## config.mk

```make
export PLATFORM = sky130hd
export DESIGN_NAME = mux_scan_ctrl
export DESIGN_NICKNAME = d
export VERILOG_FILES = /design/src/rtl/mux_scan_ctrl.sv
export SDC_FILE = /design/constraint.sdc
export NUM_CORES = 1
export LEC_CHECK = 0
export BUFFER_PORTS_ARGS = -buffer_cell sky130_fd_sc_hd__buf_2
export CORE_ASPECT_RATIO = 0.7
export CORE_MARGIN = 2
export CORE_UTILIZATION = 35
export CTS_CLUSTER_DIAMETER = 30
export DETAILED_ROUTE_END_ITERATION = 10
export GPL_TIMING_DRIVEN = 0
export HOLD_SLACK_MARGIN = 0.08
export SYNTH_ARGS = -nofsm -noshare
export SYNTH_HDL_FRONTEND = slang
export SYNTH_SLANG_ARGS = --single-unit
```

## constraint.sdc

```tcl
create_clock -name clk -period 2.03 [get_ports clk]
set_input_delay 0.1015 -clock clk [delete_from_list [all_inputs] [get_ports clk]]
set_output_delay 0.1015 -clock clk [all_outputs]
set_load 0.02 [all_outputs]
```

## src/rtl/mux_scan_ctrl.sv

```systemverilog
// mux_scan_ctrl: sequencer for a 4:1 channel mux.
// Walks the select through channels 0..3 and holds each one for DWELL settle
// cycles plus one sample cycle. The four samples are published together as a
// single 4-bit word, with a one-cycle valid strobe. Single and continuous
// sweep modes are supported; stop ends a continuous run only at a sweep
// boundary. All outputs come straight from flops.

module mux_scan_ctrl #(
    parameter int DWELL = 2,
    parameter int CNT_W = 8
) (
    input  logic       clk,
    input  logic       rst_n,
    input  logic       start,
    input  logic       cont,
    input  logic       stop,
    input  logic       mux_out,
    output logic [1:0] select,
    output logic [3:0] capture,
    output logic       valid,
    output logic       busy
);

    // Reject illegal parameterisations at elaboration time.
    generate
        if (DWELL < 1 || DWELL > 255) begin : g_bad_dwell
            $error("mux_scan_ctrl: DWELL must be in 1..255");
        end
        if ((DWELL - 1) >= (1 << CNT_W)) begin : g_bad_cnt_w
            $error("mux_scan_ctrl: CNT_W too narrow to hold DWELL-1");
        end
    endgenerate

    localparam logic [CNT_W-1:0] DWELL_M1 = CNT_W'(DWELL - 1);
    localparam logic [CNT_W-1:0] CNT_ONE  = CNT_W'(1);
    localparam logic [CNT_W-1:0] CNT_ZERO = '0;

    typedef enum logic [1:0] {
        ST_IDLE   = 2'd0,
        ST_SETTLE = 2'd1,
        ST_SAMPLE = 2'd2
    } state_t;

    state_t           state_r;
    state_t           state_s;
    logic [CNT_W-1:0] cnt_r;
    logic [CNT_W-1:0] cnt_s;
    logic [1:0]       select_r;
    logic [1:0]       select_s;
    // Samples of channels 0..2; channel 3 goes straight into capture.
    logic [2:0]       shadow_r;
    logic [2:0]       shadow_s;
    logic [3:0]       capture_r;
    logic [3:0]       capture_s;
    logic             valid_r;
    logic             valid_s;
    logic             busy_r;
    logic             busy_s;
    logic             cont_r;
    logic             cont_s;
    logic             stop_r;
    logic             stop_s;

    // Next-state and next-output logic for the sweep sequencer.
    always_comb begin
        state_s   = state_r;
        cnt_s     = cnt_r;
        select_s  = select_r;
        shadow_s  = shadow_r;
        capture_s = capture_r;
        valid_s   = 1'b0;
        busy_s    = busy_r;
        cont_s    = cont_r;
        stop_s    = stop_r;

        // A stop request is remembered for the rest of the run; in IDLE it
        // is ignored because busy is low there.
        if (busy_r && stop) begin
            stop_s = 1'b1;
        end else begin
            stop_s = stop_r;
        end

        case (state_r)
            ST_IDLE: begin
                if (start) begin
                    state_s  = ST_SETTLE;
                    cnt_s    = CNT_ZERO;
                    select_s = 2'd0;
                    busy_s   = 1'b1;
                    cont_s   = cont;
                    stop_s   = 1'b0;
                end else begin
                    state_s = ST_IDLE;
                end
            end

            ST_SETTLE: begin
                if (cnt_r == DWELL_M1) begin
                    state_s = ST_SAMPLE;
                end else begin
                    cnt_s = cnt_r + CNT_ONE;
                end
            end

            ST_SAMPLE: begin
                cnt_s = CNT_ZERO;
                case (select_r)
                    2'd0:    shadow_s[0] = mux_out;
                    2'd1:    shadow_s[1] = mux_out;
                    2'd2:    shadow_s[2] = mux_out;
                    default: shadow_s    = shadow_r;
                endcase

                if (select_r != 2'd3) begin
                    select_s = select_r + 2'd1;
                    state_s  = ST_SETTLE;
                end else begin
                    // Sweep end: publish all four samples at once.
                    capture_s = {mux_out, shadow_r};
                    valid_s   = 1'b1;
                    select_s  = 2'd0;
                    stop_s    = 1'b0;
                    if (cont_r && !stop_r && !stop) begin
                        state_s = ST_SETTLE;
                    end else begin
                        state_s = ST_IDLE;
                        busy_s  = 1'b0;
                    end
                end
            end

            default: begin
                state_s  = ST_IDLE;
                cnt_s    = CNT_ZERO;
                select_s = 2'd0;
                busy_s   = 1'b0;
                stop_s   = 1'b0;
            end
        endcase
    end

    // State and output registers; reset aborts any sweep immediately.
    always_ff @(posedge clk or negedge rst_n) begin
        if (!rst_n) begin
            state_r   <= ST_IDLE;
            cnt_r     <= CNT_ZERO;
            select_r  <= 2'd0;
            shadow_r  <= 3'd0;
            capture_r <= 4'd0;
            valid_r   <= 1'b0;
            busy_r    <= 1'b0;
            cont_r    <= 1'b0;
            stop_r    <= 1'b0;
        end else begin
            state_r   <= state_s;
            cnt_r     <= cnt_s;
            select_r  <= select_s;
            shadow_r  <= shadow_s;
            capture_r <= capture_s;
            valid_r   <= valid_s;
            busy_r    <= busy_s;
            cont_r    <= cont_s;
            stop_r    <= stop_s;
        end
    end

    assign select  = select_r;
    assign capture = capture_r;
    assign valid   = valid_r;
    assign busy    = busy_r;

    mux_scan_ctrl_chk u_chk (
        .clk    (clk),
        .rst_n  (rst_n),
        .valid  (valid_r),
        .busy   (busy_r),
        .select (select_r)
    );

endmodule

// Protocol properties of the sequencer outputs.
module mux_scan_ctrl_chk (
    input logic       clk,
    input logic       rst_n,
    input logic       valid,
    input logic       busy,
    input logic [1:0] select
);

    // Sweeps last at least eight cycles, so the strobe is never doubled.
    a_valid_single: assert property (@(posedge clk) disable iff (!rst_n)
        valid |=> !valid);

    // The select is parked on channel 0 whenever no sweep is running.
    a_idle_select: assert property (@(posedge clk) disable iff (!rst_n)
        !busy |-> (select == 2'd0));

endmodule
```

==> results of run 1 <==
[area by class of cell]
cell class / instances / share of cell area, %
repair buffers: 15 / 6.433
clock buffers: 3 / 3.122
multi-input cells: 74 / 40.11
inverters: 6 / 1.703
plain buffers: 3 / 1.135
clock inverters: 1 / 0.3784
flip-flops and latches: 23 / 43.52
well taps: 38 / 3.595
[cells in the mapped netlist, drive strengths merged, types with 2 or more instances]
| cell type | instances |
|---|---|
| inv | 6 |
| nor2b | 3 |
| mux2 | 8 |
| o21ai | 8 |
| ha | 6 |
| nand3 | 6 |
| dfrtp | 23 |
| nand2 | 11 |
| buf | 2 |
| nor2 | 3 |
| or3 | 3 |
| nor3b | 2 |
| mux2i | 2 |
| a21oi | 6 |
| and3 | 2 |
| nand2b | 2 |
[worst paths after layout]
check,endpoint,startpoint,cells after the start,slack (ns)
worst max-delay path,cnt_r[6],cnt_r[1],6,0.27
worst min-delay path,stop_r,stop,3,0.1
worst max register to register,cnt_r[6],cnt_r[1],6,0.27
worst min register to register,capture[0],capture[0],1,0.50
max in group asynchronous,select[1],rst_n,2,1.36
min in group asynchronous,cnt_r[5],rst_n,2,0.33
[where the power goes]
part           total, mW  leakage, nW  switching (mW)  internal, mW
clock              0.280       0.0255           0.144         0.137
combinational      0.550        0.295           0.319         0.231
sequential         0.651        0.292          0.0837         0.567
[kinds of logic (layout without fill, tap and decap cells)]
| group | Yosys count | after routing |
|---|---|---|
| AOI/OAI and AO/OA | 20 | 20 |
| adders and majority gates | 6 | 6 |
| buffers and inverters | 9 | 28 |
| xor gates and xnor gates | 2 | 2 |
| and+or+nand+nor | 36 | 36 |
| muxes | 10 | 10 |
| DFF | 23 | 23 |
[registers in the layout, indices dropped and copies added, names as in the netlist]
register	cells
busy	1
capture	4
cnt_r	8
cont_r	1
select	2
shadow_r	3
state_r	2
stop_r	1
valid	1
[timing repair]
action / 4_1_cts / 5_1_grt
gates resized for setup: 0 / 0
hold buffers: 2 / 0
hold endpoints to repair: 24 / 0
[per-layer routing]
layer / up-vias / share of wire [%] / wire length (um) / GRT usage [%]
met1: 383 / 50 / 1041 / 17.32
met3: 5 / 3.4 / 71 / 3.682
met2: 11 / 44 / 907 / 20.49
met4: 0 / 2.4 / 50 / 7.547
met5: - / 0 / 0 / 0
li1: 408 / - / - / -
[tightest hold or removal path, cell delays in order]
cell and delay, ns:
buf_2 0.09, a21oi_1 0.05, nor2_1 0.08
[stage by stage]
stage,power [mW],setup slack (ns)
after global placement,1.186,0.2989
after floorplan,1.060,0.4548
after detailed placement,1.205,0.2739
final,1.481,0.2672
after global routing,1.601,0.1807
after CTS,1.495,0.2562
==> metrics, run 1 <==
Post-synth EDFFs=0; number of inserted diodes=0; largest net degree at the start of global routing=24; FMAX=0.5673 GHz; Least-Margin Pin Slew=0.4985 ns; power density over the cells=1120 nW/um2; largest family of logic cells by synthesized area=simple AND/OR/NAND/NOR gates; layout cells sized above 1=25.60%; vias per inst=4.951; Hold Vio Cnt, Final=0; Die X=72.32 um; Inst Count DP=157; cell count after synthesis=106; H-tree depth=1; post-synthesis xor/xnor area fraction=1.532%; vias in the first global route=805; vias=807; final antenna-violating net count=0; post-layout min period=1.763 ns; fillers=286; Synth warnings=0; DRT Pass-1 Iters=4; Starting Density=36.57%; commonest non-fill, non-tap cell in the layout=dfrtp_1; FF+latch count, synth=23; full die area=3748 um2; largest area contributor in the netlist=dfrtp_1; fin crit share=86.84%; Req. time, crit path=2.18 ns; I/O pins=14; crit-path cells=inv_1 -> ha_1 -> or4b_4 -> o21ai_2 -> a31o_2 -> a31oi_1; final core utilization=42.30%; Fin Clk Skew=0.004335 ns; top post-synthesis cells by area=dfrtp_1 50%, mux2_2 7.9%, ha_1 6.6%; simple-gate share of the synthesized area=16.85%; Residual DRC=0; final instance area=1323 um2; area of the multi-input gates=530.5 um2; CP peak stage delay=0.50 ns; CTS tree=built; DRT iter0 DRCs=19; CP Class=reg2reg; Setup-failing EPs final=0; DR WL/cell=12.71 um; Max Cap Viol=0; clk_lat worst skew=0.26 ns; status=finished, final reports clean; GRT Util Overall=13.45%; CTS buffer count=3; mux share of post-synthesis cell area=9.628%; dpl cell area=1256 um2; post-route insts no fill=163; RSZ-0062 raised after global routing=no; WP buf/inv=1; GP Congestion=0.7342; clk buf depth=2; Die Y=51.83 um; Worst-path clk slew=0.08 ns; ys async rst share=100.0%; Core Area=3127 um2; top cell type's share of synthesized area=50.33%; grt ovf=0; Final Max Tran Viols=0; dominant synthesized flop cell=dfrtp_1; Post-Syn Area=1144 um2; Nets=138; initial antenna violation count=0; Storage cell area=575.6 um2; WP data arrival=1.91 ns; critical path's slowest cell=or4b_4; commonest non-fill, non-tap cells in the layout=23 x dfrtp_1, 15 x buf_2, 11 x nand2_1; Synth Area in Adders=6.565%; CTS sink cnt=23; area grow syn2layout=15.65%; Post-Route WL=2071 um; global-route wire length before repair=3753 um; hold slack=0.09570 ns; root buffer cell=clkbuf_8; critical path peak fanout=7; CP Capture Type=flip-flop; Syn Area/Cell=10.79 um2; proportion of synthesized chip area in sequential cells=50.33%; Setup Total Neg Slack=0 ns; Synth Area in Compound Gates=11.82%; post-CTS setup buffers=0; Hold Path Class=in2reg; IO buf count=13; CP delay by family, top=compound AO/OA/AOI/OAI gates; Peak supply drop=0.0005221 V; crit start category=flip-flop; Slew HR=66.77%; HPWL after detailed placement=1511 um; num rows=17; Leakage=0.6129 nW; library cells used by synthesis=30; Synth Net Count=118
No activity file was read; power rests on OpenSTA's default activity.
==> inputs of run 2 (changes only) <==
- CORE_ASPECT_RATIO: 0.7 -> 1.2
==> run 2 against run 1 <==
Non-clock buffer count increased by 2. Worst hold slack improved by 0.058 ns. Flip-flop and latch count unchanged. Combinational power about the same. Setup slack improved by 0.025 ns. Wire length decreased by 4.2%. Largest cell class unchanged. Highest routed layer unchanged. Clock power decreased by 26%. Die area decreased by 0.15%. Utilization increased by 0.52 points.
==> metrics, run 2 (synthesis gave the netlist of run 1 again) <==
Residual DRC=0 (unchanged); Worst-path clk slew=0.12 ns (was 0.08 ns); Max Cap Viol=0 (unchanged); clk_lat worst skew=0.30 ns (was 0.26 ns); CP Class=reg2reg (unchanged); FMAX=0.5754 GHz (was 0.5673 GHz); GP Congestion=0.7706 (was 0.7342); number of inserted diodes=0 (unchanged); Req. time, crit path=2.23 ns (was 2.18 ns); vias per inst=4.926 (was 4.951); WP data arrival=1.94 ns (was 1.91 ns); Storage cell area=575.6 um2 (unchanged); Register-to-Register Path Depth=6 (unchanged); Hold Vio Cnt, Final=0 (unchanged); status=finished, final reports clean (unchanged); Fin Clk Skew=0.003351 ns (was 0.004335 ns); full die area=3742 um2 (was 3748 um2); critical path peak fanout=7 (unchanged); crit start category=flip-flop (unchanged); IO buf count=13 (unchanged); Core Area=3083 um2 (was 3127 um2); Die X=56.18 um (was 72.32 um); fillers=325 (was 286); Setup Total Neg Slack=0 ns (unchanged); CTS sink cnt=23 (unchanged); Setup-failing EPs final=0 (unchanged); DRT Pass-1 Iters=2 (was 4); HPWL after detailed placement=1445 um (was 1511 um); Die Y=66.62 um (was 51.83 um); Least-Margin Pin Slew=0.5205 ns (was 0.4985 ns); pre-CTS WS=0.3170 ns (was 0.2739 ns); Reg with most FFs=cnt_r (unchanged); Setup WS post-layout=0.2920 ns (was 0.2672 ns); I/O pins=14 (unchanged); commonest non-fill, non-tap cell in the layout=dfrtp_1 (unchanged); Largest register FFs=8 (unchanged); Final Max Tran Viols=0 (unchanged); DRT iter0 DRCs=5 (was 19); final antenna-violating net count=0 (unchanged); CP Capture Type=flip-flop (unchanged); area of the multi-input gates=530.5 um2 (unchanged); clk buf depth=2 (unchanged); fin crit share=85.62% (was 86.84%); Nets=140 (was 138); commonest non-fill, non-tap cells in the layout=23 x dfrtp_1, 15 x buf_2, 11 x nand2_1 (unchanged); GRT Util Overall=11.96% (was 13.45%); power density over the cells=1062 nW/um2 (was 1120 nW/um2); Worst Hold Depth=4 (was 3); Post-Route WL=1985 um (was 2071 um); initial antenna violation count=0 (unchanged); post-layout min period=1.738 ns (was 1.763 ns); num rows=22 (was 17); Hold Path Class=in2reg (unchanged); CTS tree=built (unchanged); Peak supply drop=0.0004288 V (was 0.0005221 V); global-route wire length before repair=3415 um (was 3753 um); largest net degree at the start of global routing=24 (unchanged); Slew HR=65.30% (was 66.77%); grt ovf=0 (unchanged); vias=803 (was 807); Starting Density=37.09% (was 36.57%); root buffer cell=clkbuf_4 (was clkbuf_8); H-tree depth=1 (unchanged); Leakage=0.6107 nW (was 0.6129 nW); vias in the first global route=809 (was 805); RSZ-0062 raised after global routing=no (unchanged); layout cells sized above 1=24.41% (was 25.60%); area grow syn2layout=15.43% (was 15.65%); CTS buffer count=3 (unchanged); DR WL/cell=12.18 um (was 12.71 um)
run 2: changes by cell type in the layout (fill, tap and decap cells not counted), sizes merged:
| cell | previous run | this run |
|---|---|---|
| dlygate4sd3 | 2 | 4 |
| clkbuf | 4 | 5 |
| clkinv | 1 | 0 |
run 2: layer usage:
metal | global-route usage (%) | wire (um)
met5 | 0 | 0
met4 | 7.143 | 44
met3 | 2.330 | 55
met2 | 19.85 | 961
met1 | 14.36 | 924
run 2: area by class of cell:
class | instances | share of cell area (%)
Inverter | 6 | 1.706
Tap cell | 36 | 3.412
Multi-Input combinational cell | 74 | 40.19
Buffer | 3 | 1.137
Sequential cell | 23 | 43.60
Clock buffer | 4 | 1.991
Timing Repair Buffer | 17 | 7.962
run 2: power breakdown:
group	internal (mW)	leakage, nW	switching (mW)
logic	0.232	0.303	0.317
registers	0.567	0.292	0.0781
clock network	0.0766	0.0150	0.132
total	0.875	0.611	0.527
run 2: final timing paths:
| kind | from | endpoint | slack, ns |
|---|---|---|---|
| max | cnt_r[1] | cnt_r[6] | 0.29 |
| min | start | cnt_r[3] | 0.15 |
| max reg2reg | cnt_r[1] | cnt_r[6] | 0.29 |
| min reg2reg | capture[2] | capture[2] | 0.51 |
| max in group asynchronous | rst_n | shadow_r[0] | 1.40 |
| min in group asynchronous | rst_n | capture[1] | 0.29 |
run 2: critical path, cell delays in order, from the launching register on:
cell	delay, ns
dfrtp_1	0.42
inv_1	0.06
ha_1	0.12
or4b_4	0.49
o21ai_2	0.31
a31o_2	0.16
a31oi_1	0.07
run 2: through the flow:
stage | instances | instance area (um2) | util (%) | total power, mW | hold WS (ns)
after floorplan | 106 | 1144 | - | 1.060 | -0.1941
after global placement | 155 | 1254 | 40.67 | 1.182 | 0.1030
after detailed placement | 155 | 1254 | 40.67 | 1.200 | 0.1119
after CTS | 163 | 1320 | 42.82 | 1.424 | 0.1404
after global routing | 163 | 1320 | 42.82 | 1.515 | 0.1395
final | 163 | 1320 | 42.82 | 1.402 | 0.1535
run 2: repair_timing:
action | 4_1_cts | 5_1_grt
gates resized for setup | 0 | 0
setup buffers | 0 | 0
hold endpoints to repair | 29 | 0
hold buffers | 4 | 0
